--- src/rtl/ysyx_24080006_axi_arbiter_pkg.sv ---
// Shared AXI channel bundles, arbiter state encoding and the grant-selection helper
// used by the IFU/LSU arbiter and its watchdog.
package ysyx_24080006_axi_arbiter_pkg;

    typedef struct packed {
        logic        arvalid;
        logic [31:0] araddr;
        logic [3:0]  arid;
        logic [7:0]  arlen;
        logic [2:0]  arsize;
        logic [1:0]  arburst;
        logic        rready;
    } axi_r_m2s_t;

    typedef struct packed {
        logic        arready;
        logic        rvalid;
        logic [31:0] rdata;
        logic [1:0]  rresp;
        logic        rlast;
        logic [3:0]  rid;
    } axi_r_s2m_t;

    typedef struct packed {
        logic        awvalid;
        logic [31:0] awaddr;
        logic [3:0]  awid;
        logic [7:0]  awlen;
        logic [2:0]  awsize;
        logic [1:0]  awburst;
        logic        wvalid;
        logic [31:0] wdata;
        logic [3:0]  wstrb;
        logic        wlast;
        logic        bready;
    } axi_w_m2s_t;

    typedef struct packed {
        logic       awready;
        logic       wready;
        logic       bvalid;
        logic [1:0] bresp;
        logic [3:0] bid;
    } axi_w_s2m_t;

    typedef enum logic [1:0] {ARB_IDLE, ARB_RD_IFU, ARB_RD_LSU, ARB_WR_LSU} arb_state_e;
    typedef enum logic {ARB_MST_IFU, ARB_MST_LSU} arb_master_e;

    localparam axi_r_m2s_t AxiRM2sIdle = '0;
    localparam axi_r_s2m_t AxiRS2mIdle = '0;
    localparam axi_w_m2s_t AxiWM2sIdle = '0;
    localparam axi_w_s2m_t AxiWS2mIdle = '0;

    // Winner when IFU and LSU request together: alternate under round-robin, else LSU.
    function automatic arb_master_e arb_pick(input bit rr_enable, input arb_master_e rr_last);
        if (rr_enable && rr_last == ARB_MST_LSU) return ARB_MST_IFU;
        return ARB_MST_LSU;
    endfunction

endpackage

--- src/rtl/ysyx_24080006_arb_watchdog.sv ---
// Per-transaction watchdog: counts active cycles since the last clear and raises a
// sticky flag once the count reaches TimeoutCycles; TimeoutCycles=0 disables it.
module ysyx_24080006_arb_watchdog #(
    parameter int unsigned TimeoutCycles = 0,
    parameter int unsigned CntW          = 32
) (
    input  logic clock,
    input  logic reset_n,
    input  logic clear,
    input  logic active,
    output logic timeout_o
);

    localparam bit            Enabled = (TimeoutCycles != 0);
    localparam logic [CntW-1:0] Limit = CntW'(TimeoutCycles - 1);

    logic [CntW-1:0] cnt_q;
    logic            timeout_q;

    always_ff @(posedge clock or negedge reset_n) begin
        if (!reset_n) begin
            cnt_q     <= '0;
            timeout_q <= 1'b0;
        end else begin
            if (clear)       cnt_q <= '0;
            else if (active) cnt_q <= cnt_q + CntW'(1);
            if (Enabled && active && !clear && cnt_q == Limit) timeout_q <= 1'b1;
        end
    end

    assign timeout_o = timeout_q;

endmodule

--- src/rtl/ysyx_24080006_axi_arbiter.sv ---
// Shares one downstream AXI4 port between IFU (read bursts) and LSU (single-beat
// reads/writes), one whole transaction at a time, with beat checking and a watchdog.
module ysyx_24080006_axi_arbiter
    import ysyx_24080006_axi_arbiter_pkg::*;
#(
    parameter int unsigned TimeoutCycles = 0,
    parameter bit          RrEnable      = 1'b1
) (
    input  logic       clock,
    input  logic       reset_n,
    input  axi_r_m2s_t ifu_r_i,
    output axi_r_s2m_t ifu_r_o,
    input  axi_r_m2s_t lsu_r_i,
    output axi_r_s2m_t lsu_r_o,
    input  axi_w_m2s_t lsu_w_i,
    output axi_w_s2m_t lsu_w_o,
    output axi_r_m2s_t mem_r_o,
    input  axi_r_s2m_t mem_r_i,
    output axi_w_m2s_t mem_w_o,
    input  axi_w_s2m_t mem_w_i,
    output logic       busy_o,
    output logic       timeout_o,
    output logic       proto_err_o
);

    arb_state_e  state_q, state_d;
    arb_master_e rr_last_q, winner;
    logic [7:0]  beat_cnt_q, arlen_q;
    logic        ar_done_q, aw_done_q, w_done_q, proto_err_q;
    logic        ifu_req, lsu_rd_req, lsu_wr_req, lsu_req, grant;
    logic        ar_hs, r_hs, aw_hs, w_hs, b_hs;

    assign ifu_req    = ifu_r_i.arvalid;
    assign lsu_wr_req = lsu_w_i.awvalid;
    assign lsu_rd_req = lsu_r_i.arvalid;
    assign lsu_req    = lsu_wr_req || lsu_rd_req;

    assign ar_hs = mem_r_o.arvalid && mem_r_i.arready;
    assign r_hs  = mem_r_i.rvalid  && mem_r_o.rready;
    assign aw_hs = mem_w_o.awvalid && mem_w_i.awready;
    assign w_hs  = mem_w_o.wvalid  && mem_w_i.wready;
    assign b_hs  = mem_w_i.bvalid  && mem_w_o.bready;

    // NOTE: every variable written in an always_comb gets a default first, so no latch is inferred.
    always_comb begin
        state_d = state_q;
        winner  = ARB_MST_LSU;
        unique case (state_q)
            ARB_IDLE: begin
                if (ifu_req || lsu_req) begin
                    if (ifu_req && lsu_req) winner = arb_pick(RrEnable, rr_last_q);
                    else                    winner = ifu_req ? ARB_MST_IFU : ARB_MST_LSU;
                    if (winner == ARB_MST_IFU) state_d = ARB_RD_IFU;
                    else                       state_d = lsu_wr_req ? ARB_WR_LSU : ARB_RD_LSU;
                end
            end
            ARB_RD_IFU, ARB_RD_LSU: if (r_hs && mem_r_i.rlast) state_d = ARB_IDLE;
            ARB_WR_LSU:             if (b_hs) state_d = ARB_IDLE;
            default:                state_d = ARB_IDLE;
        endcase
    end

    assign grant = (state_q == ARB_IDLE) && (state_d != ARB_IDLE);

    // Routing depends only on registered state and master inputs; done flags hide a
    // master's next request until the current transaction retires.
    always_comb begin
        mem_r_o = AxiRM2sIdle;
        mem_w_o = AxiWM2sIdle;
        ifu_r_o = AxiRS2mIdle;
        lsu_r_o = AxiRS2mIdle;
        lsu_w_o = AxiWS2mIdle;
        unique case (state_q)
            ARB_RD_IFU: begin mem_r_o = ifu_r_i; ifu_r_o = mem_r_i; end
            ARB_RD_LSU: begin mem_r_o = lsu_r_i; lsu_r_o = mem_r_i; end
            ARB_WR_LSU: begin mem_w_o = lsu_w_i; lsu_w_o = mem_w_i; end
            default: ;
        endcase
        if (ar_done_q) begin
            mem_r_o.arvalid = 1'b0;
            ifu_r_o.arready = 1'b0;
            lsu_r_o.arready = 1'b0;
        end
        if (aw_done_q) begin
            mem_w_o.awvalid = 1'b0;
            lsu_w_o.awready = 1'b0;
        end
        if (w_done_q) begin
            mem_w_o.wvalid = 1'b0;
            lsu_w_o.wready = 1'b0;
        end
    end

    // NOTE: sequential state uses non-blocking assignments so every flop samples pre-edge values.
    always_ff @(posedge clock or negedge reset_n) begin
        if (!reset_n) begin
            state_q     <= ARB_IDLE;
            rr_last_q   <= ARB_MST_LSU;
            beat_cnt_q  <= '0;
            arlen_q     <= '0;
            ar_done_q   <= 1'b0;
            aw_done_q   <= 1'b0;
            w_done_q    <= 1'b0;
            proto_err_q <= 1'b0;
        end else begin
            state_q <= state_d;
            if (grant) rr_last_q <= winner;
            if (state_q == ARB_IDLE) begin
                beat_cnt_q <= '0;
                ar_done_q  <= 1'b0;
                aw_done_q  <= 1'b0;
                w_done_q   <= 1'b0;
            end else begin
                if (ar_hs) begin
                    ar_done_q <= 1'b1;
                    arlen_q   <= mem_r_o.arlen;
                end
                if (aw_hs) aw_done_q <= 1'b1;
                if (w_hs)  w_done_q  <= 1'b1;
                if (r_hs) begin
                    beat_cnt_q <= beat_cnt_q + 8'd1;
                    // Last beat must coincide exactly with beat index arlen.
                    if (mem_r_i.rlast != (beat_cnt_q == arlen_q)) proto_err_q <= 1'b1;
                end
            end
        end
    end

    ysyx_24080006_arb_watchdog #(
        .TimeoutCycles(TimeoutCycles)
    ) u_watchdog (
        .clock    (clock),
        .reset_n  (reset_n),
        .clear    (grant),
        .active   (busy_o),
        .timeout_o(timeout_o)
    );

    assign busy_o      = (state_q != ARB_IDLE);
    assign proto_err_o = proto_err_q;

endmodule

--- config.mk ---
export PLATFORM = sky130hd
export DESIGN_NAME = ysyx_24080006_axi_arbiter
export DESIGN_NICKNAME = d
export VERILOG_FILES = /design/src/rtl/ysyx_24080006_axi_arbiter_pkg.sv /design/src/rtl/ysyx_24080006_arb_watchdog.sv /design/src/rtl/ysyx_24080006_axi_arbiter.sv
export SDC_FILE = /design/constraint.sdc
export NUM_CORES = 1
export LEC_CHECK = 0
export BUFFER_PORTS_ARGS = -buffer_cell sky130_fd_sc_hd__buf_4
export CORE_AREA = 8 8 181 183
export DETAILED_ROUTE_END_ITERATION = 7
export DIE_AREA = 0 0 189 191
export SLEW_MARGIN = 10
export SYNTH_ARGS = -nofsm -noshare
export SYNTH_HDL_FRONTEND = slang
export SYNTH_HIERARCHICAL = 1
export SYNTH_SLANG_ARGS = --single-unit
--- constraint.sdc ---
create_clock -name clock -period 5.4 [get_ports clock]
set_input_delay 1.35 -clock clock [delete_from_list [all_inputs] [get_ports clock]]
set_output_delay 1.35 -clock clock [all_outputs]
set_load 0.1 [all_outputs]
== After elaboration in Yosys (flattened, before gate mapping) ==
Cells that the tools add are included.

* Register bits: 23
* Bits of input ports: 243
* Output and inout port bits: 234
* Logic and storage cells: 73

* Add/subtract/negate cells: 1
* Eq/ne operators: 5
* Muxes and demuxes: 38
* Bitwise gates (word level): 1
* Reductions and logical operators: 20

{| class="wikitable"
|+ Operators with widths
! operator !! count
|-
| one-hot mux 51 bit (2 select lines) || 1
|-
| two-way mux 89 bit || 1
|-
| two-way mux 41 bit || 2
|-
| two-way mux 1 bit || 26
|-
| two-way mux 8 bit || 2
|-
| nonzero test 2 bit || 6
|-
| two-way mux 9 bit || 1
|-
| adder 8 x 1 -> 8 bit, second input constant || 1
|-
| equality test 8 bit || 1
|-
| logical AND 1 bit || 8
|-
| two-way mux 2 bit || 4
|-
| one-hot mux 2 bit (3 select lines) || 1
|-
| equality test 2 bit, second input constant || 2
|-
| AND reduction 3 bit || 1
|-
| equality test 2 x 1 -> 1 bit, second input constant || 1
|-
| zero test 2 bit || 1
|-
| logical OR 1 bit || 2
|-
| AND reduction 2 bit || 1
|-
| OR reduction 2 bit || 1
|-
| != test 1 bit || 1
|-
| NOT 1 bit || 1
|}

== Longest topological paths before layout ==
* Depth in word-level cells: 14
* Mapped depth: 7
* Mapped depth without buffers: 6

== Cells and area by module ==
The synthesis kept the hierarchy.

{| class="wikitable"
|+ By module, submodules not included
! module !! times used !! cells an instance !! area an instance (µm²) !! seq. area each (µm²)
|-
| ysyx_24080006_axi_arbiter || 1 || 430 || 3205.6 || 576.8
|-
| ysyx_24080006_arb_watchdog || 1 || 2 || 11.3 || 0.0
|}

== Worst setup path before layout ==
OpenSTA, ideal clock, no wires.

* Path type: input -> output
* From: input ifu_r_i[0] (netlist bit)
* To: output mem_r_o[0] (netlist bit)
* Data arrival time: 2792 ps
* Required time: 4050 ps
* Setup slack: 1258 ps
* Cell stages on the path: 2
* Path buffers: 0
* Path through: a22oi_4 > nor2b_1

{| class="wikitable"
|+ RTL lines
! what !! line !! text
|-
| start: declaration || ysyx_24080006_axi_arbiter.sv:11 || <nowiki>input axi_r_m2s_t ifu_r_i,</nowiki>
|-
| end: declaration || ysyx_24080006_axi_arbiter.sv:17 || <nowiki>output axi_r_m2s_t mem_r_o,</nowiki>
|}

==> results.md <==
- The flow ran to the end, and the final reports show no timing, DRC or antenna violations.
- The number of nets handed over by synthesis was 679.
- The die covers 36100 sq um.
- In the final routed layout, each cell accounts on average for 16.7 microns.
- The via count of the first global-routing pass was 4670.
- The total iterations of the first detailed-routing run is 5.
- The number of top-level design ports is 477.
- At the end of the flow the core is filled with cells to 0.241.
- The achievable frequency is 0.256 GHz.
- Once routing completed, OpenROAD measured the worst setup slack at 1.50 ns.
- Once the clock tree was built, the resizer swapped 0 gates to a different size.
- The shortest clock period the worst path allows after layout is 3.90 ns.
- The slew at the pin closest to its max-slew limit is 1.00 ns.
- STA classifies the critical path startpoint as a register.
- The half-perimeter wire length after detailed placement is 18200 microns.
- Setup violations remaining at the end of the flow were counted as 0.
- The final antenna diode count is 0.
- The net total in the final layout is 1123.
- The layout-stage area growth over the synthesis result is 125%.
- The count of warnings emitted by yosys is 8.
- Timing analysis after detailed placement gives a worst setup slack of 1.77 ns.
- The first-iteration detailed-routing DRC count is 233.
- The kind of end point of the critical path is an output port.
- The required time at the endpoint of the critical path is 4.05 ns.
- The worst max-slew margin expressed relative to the limit is 0.331.
- The floorplan step set the die width to 189 microns.
- Counting the fill cells in the layout gives 3312.
- The number of antenna violations at the first check in global routing is 1.
- The first-pass GRT wire length is 29500 microns.
- The average cell area after synthesis is 7.45 sq um.
- Buffers placed on the I/O ports in this run total 475.
- Measured along the y axis, the die boundary spans 191 microns.
- Summed over all layers, the routed wires come to 21200 microns.
- The count of nets left with antenna violations once routing finished came out at 0.
- The TritonCTS clock tree is yes.
- The routed layout has 4650 vias.
- In the final layout, the share of cells above drive strength 1 is 0.563.
- The starting utilization of the core area is 0.107.
- The core region area is 30000 sq um.
- Dividing the final minimum period by the clock period gives 0.722.
- Global routing finished with a remaining overflow of 0.
- Counting along the longest clock path gives a buffer depth of 2.
- The post-detailed-route via-to-cell ratio is 3.66.
- The cell area after synthesis is 3210 sq um.
- In the global route stage, overall resource usage came out at 0.102.
- The path class of the tightest hold or removal check is register to register.
- Row generation in the floorplan step produced 64 rows.
- In the final layout, flip-flops and latches occupy 577 sq um.
- At the end of routability-driven placement, the weighted congestion stood at 0.844.
- In this run, CTS created clock tree buffers numbering 3.
- Synthesis handed over a netlist of 431 instances.
- The worst setup skew after layout is 0.00593 ns.
- For this run, design rule violations remaining after detail routing come to 0.
- In the final layout, the multi-input gates occupy 2460 sq um.
- Entering global routing, the biggest net connects 93 pins.
- The max-slew violation count is 0.
- The number of clock sinks seen by CTS is 23.
- The arrival time at the worst endpoint is 2.55 ns.
- Of all nets on the critical path, the largest fanout is 49.
- The level count of the clock H-tree is 1.
- The setup TNS is 0 ns.
- The count of final hold-check violations was 0.
- Summing all placed instances gives a cell area of 7150 sq um.
- The setup path with the least slack is of type register to output port.
- The total setup buffers inserted after CTS is 0.
- The count of maximum capacitance violations is 0.
- Setup repair after global routing left no endpoint under its margin.
- The tree is rooted in a sky130_fd_sc_hd__clkbuf_16.
- The clock-pin slew on the worst setup and hold paths is 0.07 ns.
- The later-pin clock latency in the skew report is 0.26 ns.
- Summing all non-filler instances in the final layout gives an area of 7230 sq um.
- The number of buffers added to fix hold violations after cts is 0.
registers in the layout, indices dropped and copies added, names as in the netlist:
signal,flops
arlen_q,8
aw_done_q,1
proto_err_o,1
ar_done_q,1
state_q,2
w_done_q,1
beat_cnt_q,8
rr_last_q,1
per-layer routing:
layer | up-vias | track usage | part of all wire
li1 | 2310 | - | -
met1 | 2107 | 0.116 | 0.37
met2 | 218 | 0.193 | 0.53
met3 | 15 | 0.0250 | 0.079
met4 | 0 | 0.0129 | 0.012
met5 | - | 0 | 0
worst paths after layout:
| check | start | endpoint | slack [ns] | depth (start not counted) |
|---|---|---|---|---|
| max in group asynchronous | reset_n | rr_last_q$_DFFE_PN1P_ | 4.13 | 1 |
| max reg2reg | state_q[1]$_DFF_PN0_ | arlen_q[4]$_DFFE_PN0P_ | 2.61 | 6 |
| min reg2reg | proto_err_o$_DFFE_PN0P_ | proto_err_o$_DFFE_PN0P_ | 0.48 | 1 |
| min | proto_err_o$_DFFE_PN0P_ | proto_err_o$_DFFE_PN0P_ | 0.48 | 1 |
| max | state_q[0]$_DFF_PN0_ | mem_r_o[46] | 1.50 | 6 |
| min in group asynchronous | reset_n | state_q[0]$_DFF_PN0_ | 0.98 | 1 |
metrics by stage:
step	cells	hold WS, ns
floorplan	431	0.469
global placement	1266	0.467
detailed placement	1266	0.462
CTS	1270	0.486
global route	1270	0.526
finish	1270	0.484
layout by cell type (no fill, tap or decap), types with 2 or more instances in the layout:
| cell | n |
|---|---|
| sky130_fd_sc_hd__a31oi_1 | 2 |
| sky130_fd_sc_hd__mux2_1 | 8 |
| sky130_fd_sc_hd__nor3_1 | 3 |
| sky130_fd_sc_hd__nor2_1 | 13 |
| sky130_fd_sc_hd__a22o_1 | 2 |
| sky130_fd_sc_hd__nand3_1 | 3 |
| sky130_fd_sc_hd__ha_2 | 2 |
| sky130_fd_sc_hd__nor4_1 | 3 |
| sky130_fd_sc_hd__a22oi_1 | 50 |
| sky130_fd_sc_hd__clkbuf_16 | 3 |
| sky130_fd_sc_hd__and3b_1 | 6 |
| sky130_fd_sc_hd__ha_1 | 2 |
| sky130_fd_sc_hd__dfrtp_1 | 22 |
| sky130_fd_sc_hd__and2_1 | 174 |
| sky130_fd_sc_hd__a21oi_1 | 2 |
| sky130_fd_sc_hd__buf_4 | 479 |
| sky130_fd_sc_hd__nand2_1 | 8 |
| sky130_fd_sc_hd__nor2b_1 | 50 |
| sky130_fd_sc_hd__xnor2_1 | 6 |
| sky130_fd_sc_hd__o21ai_0 | 3 |
| sky130_fd_sc_hd__xor2_1 | 8 |
| sky130_fd_sc_hd__inv_1 | 3 |
| sky130_fd_sc_hd__nand4_1 | 2 |
critical path: stages (launching register included):
cell and delay, ns:
sky130_fd_sc_hd__dfrtp_1 0.45, sky130_fd_sc_hd__inv_1 0.12, sky130_fd_sc_hd__ha_2 0.56, sky130_fd_sc_hd__buf_4 0.50
sky130_fd_sc_hd__a22oi_1 0.17, sky130_fd_sc_hd__nor2b_1 0.16, sky130_fd_sc_hd__buf_4 0.30
final cells by class:
cell class / count / area share
inverters: 4 / 0.00208
multi-input cells: 364 / 0.341
clock inverters: 1 / 0.000693
clock buffers: 3 / 0.0104
flip-flops and latches: 23 / 0.0798
repair buffers: 479 / 0.498
well taps: 396 / 0.0686
Power is left out: the tool's default activity adds up to more than one toggle a clock period on the data nets, which glitch-free logic cannot reach.
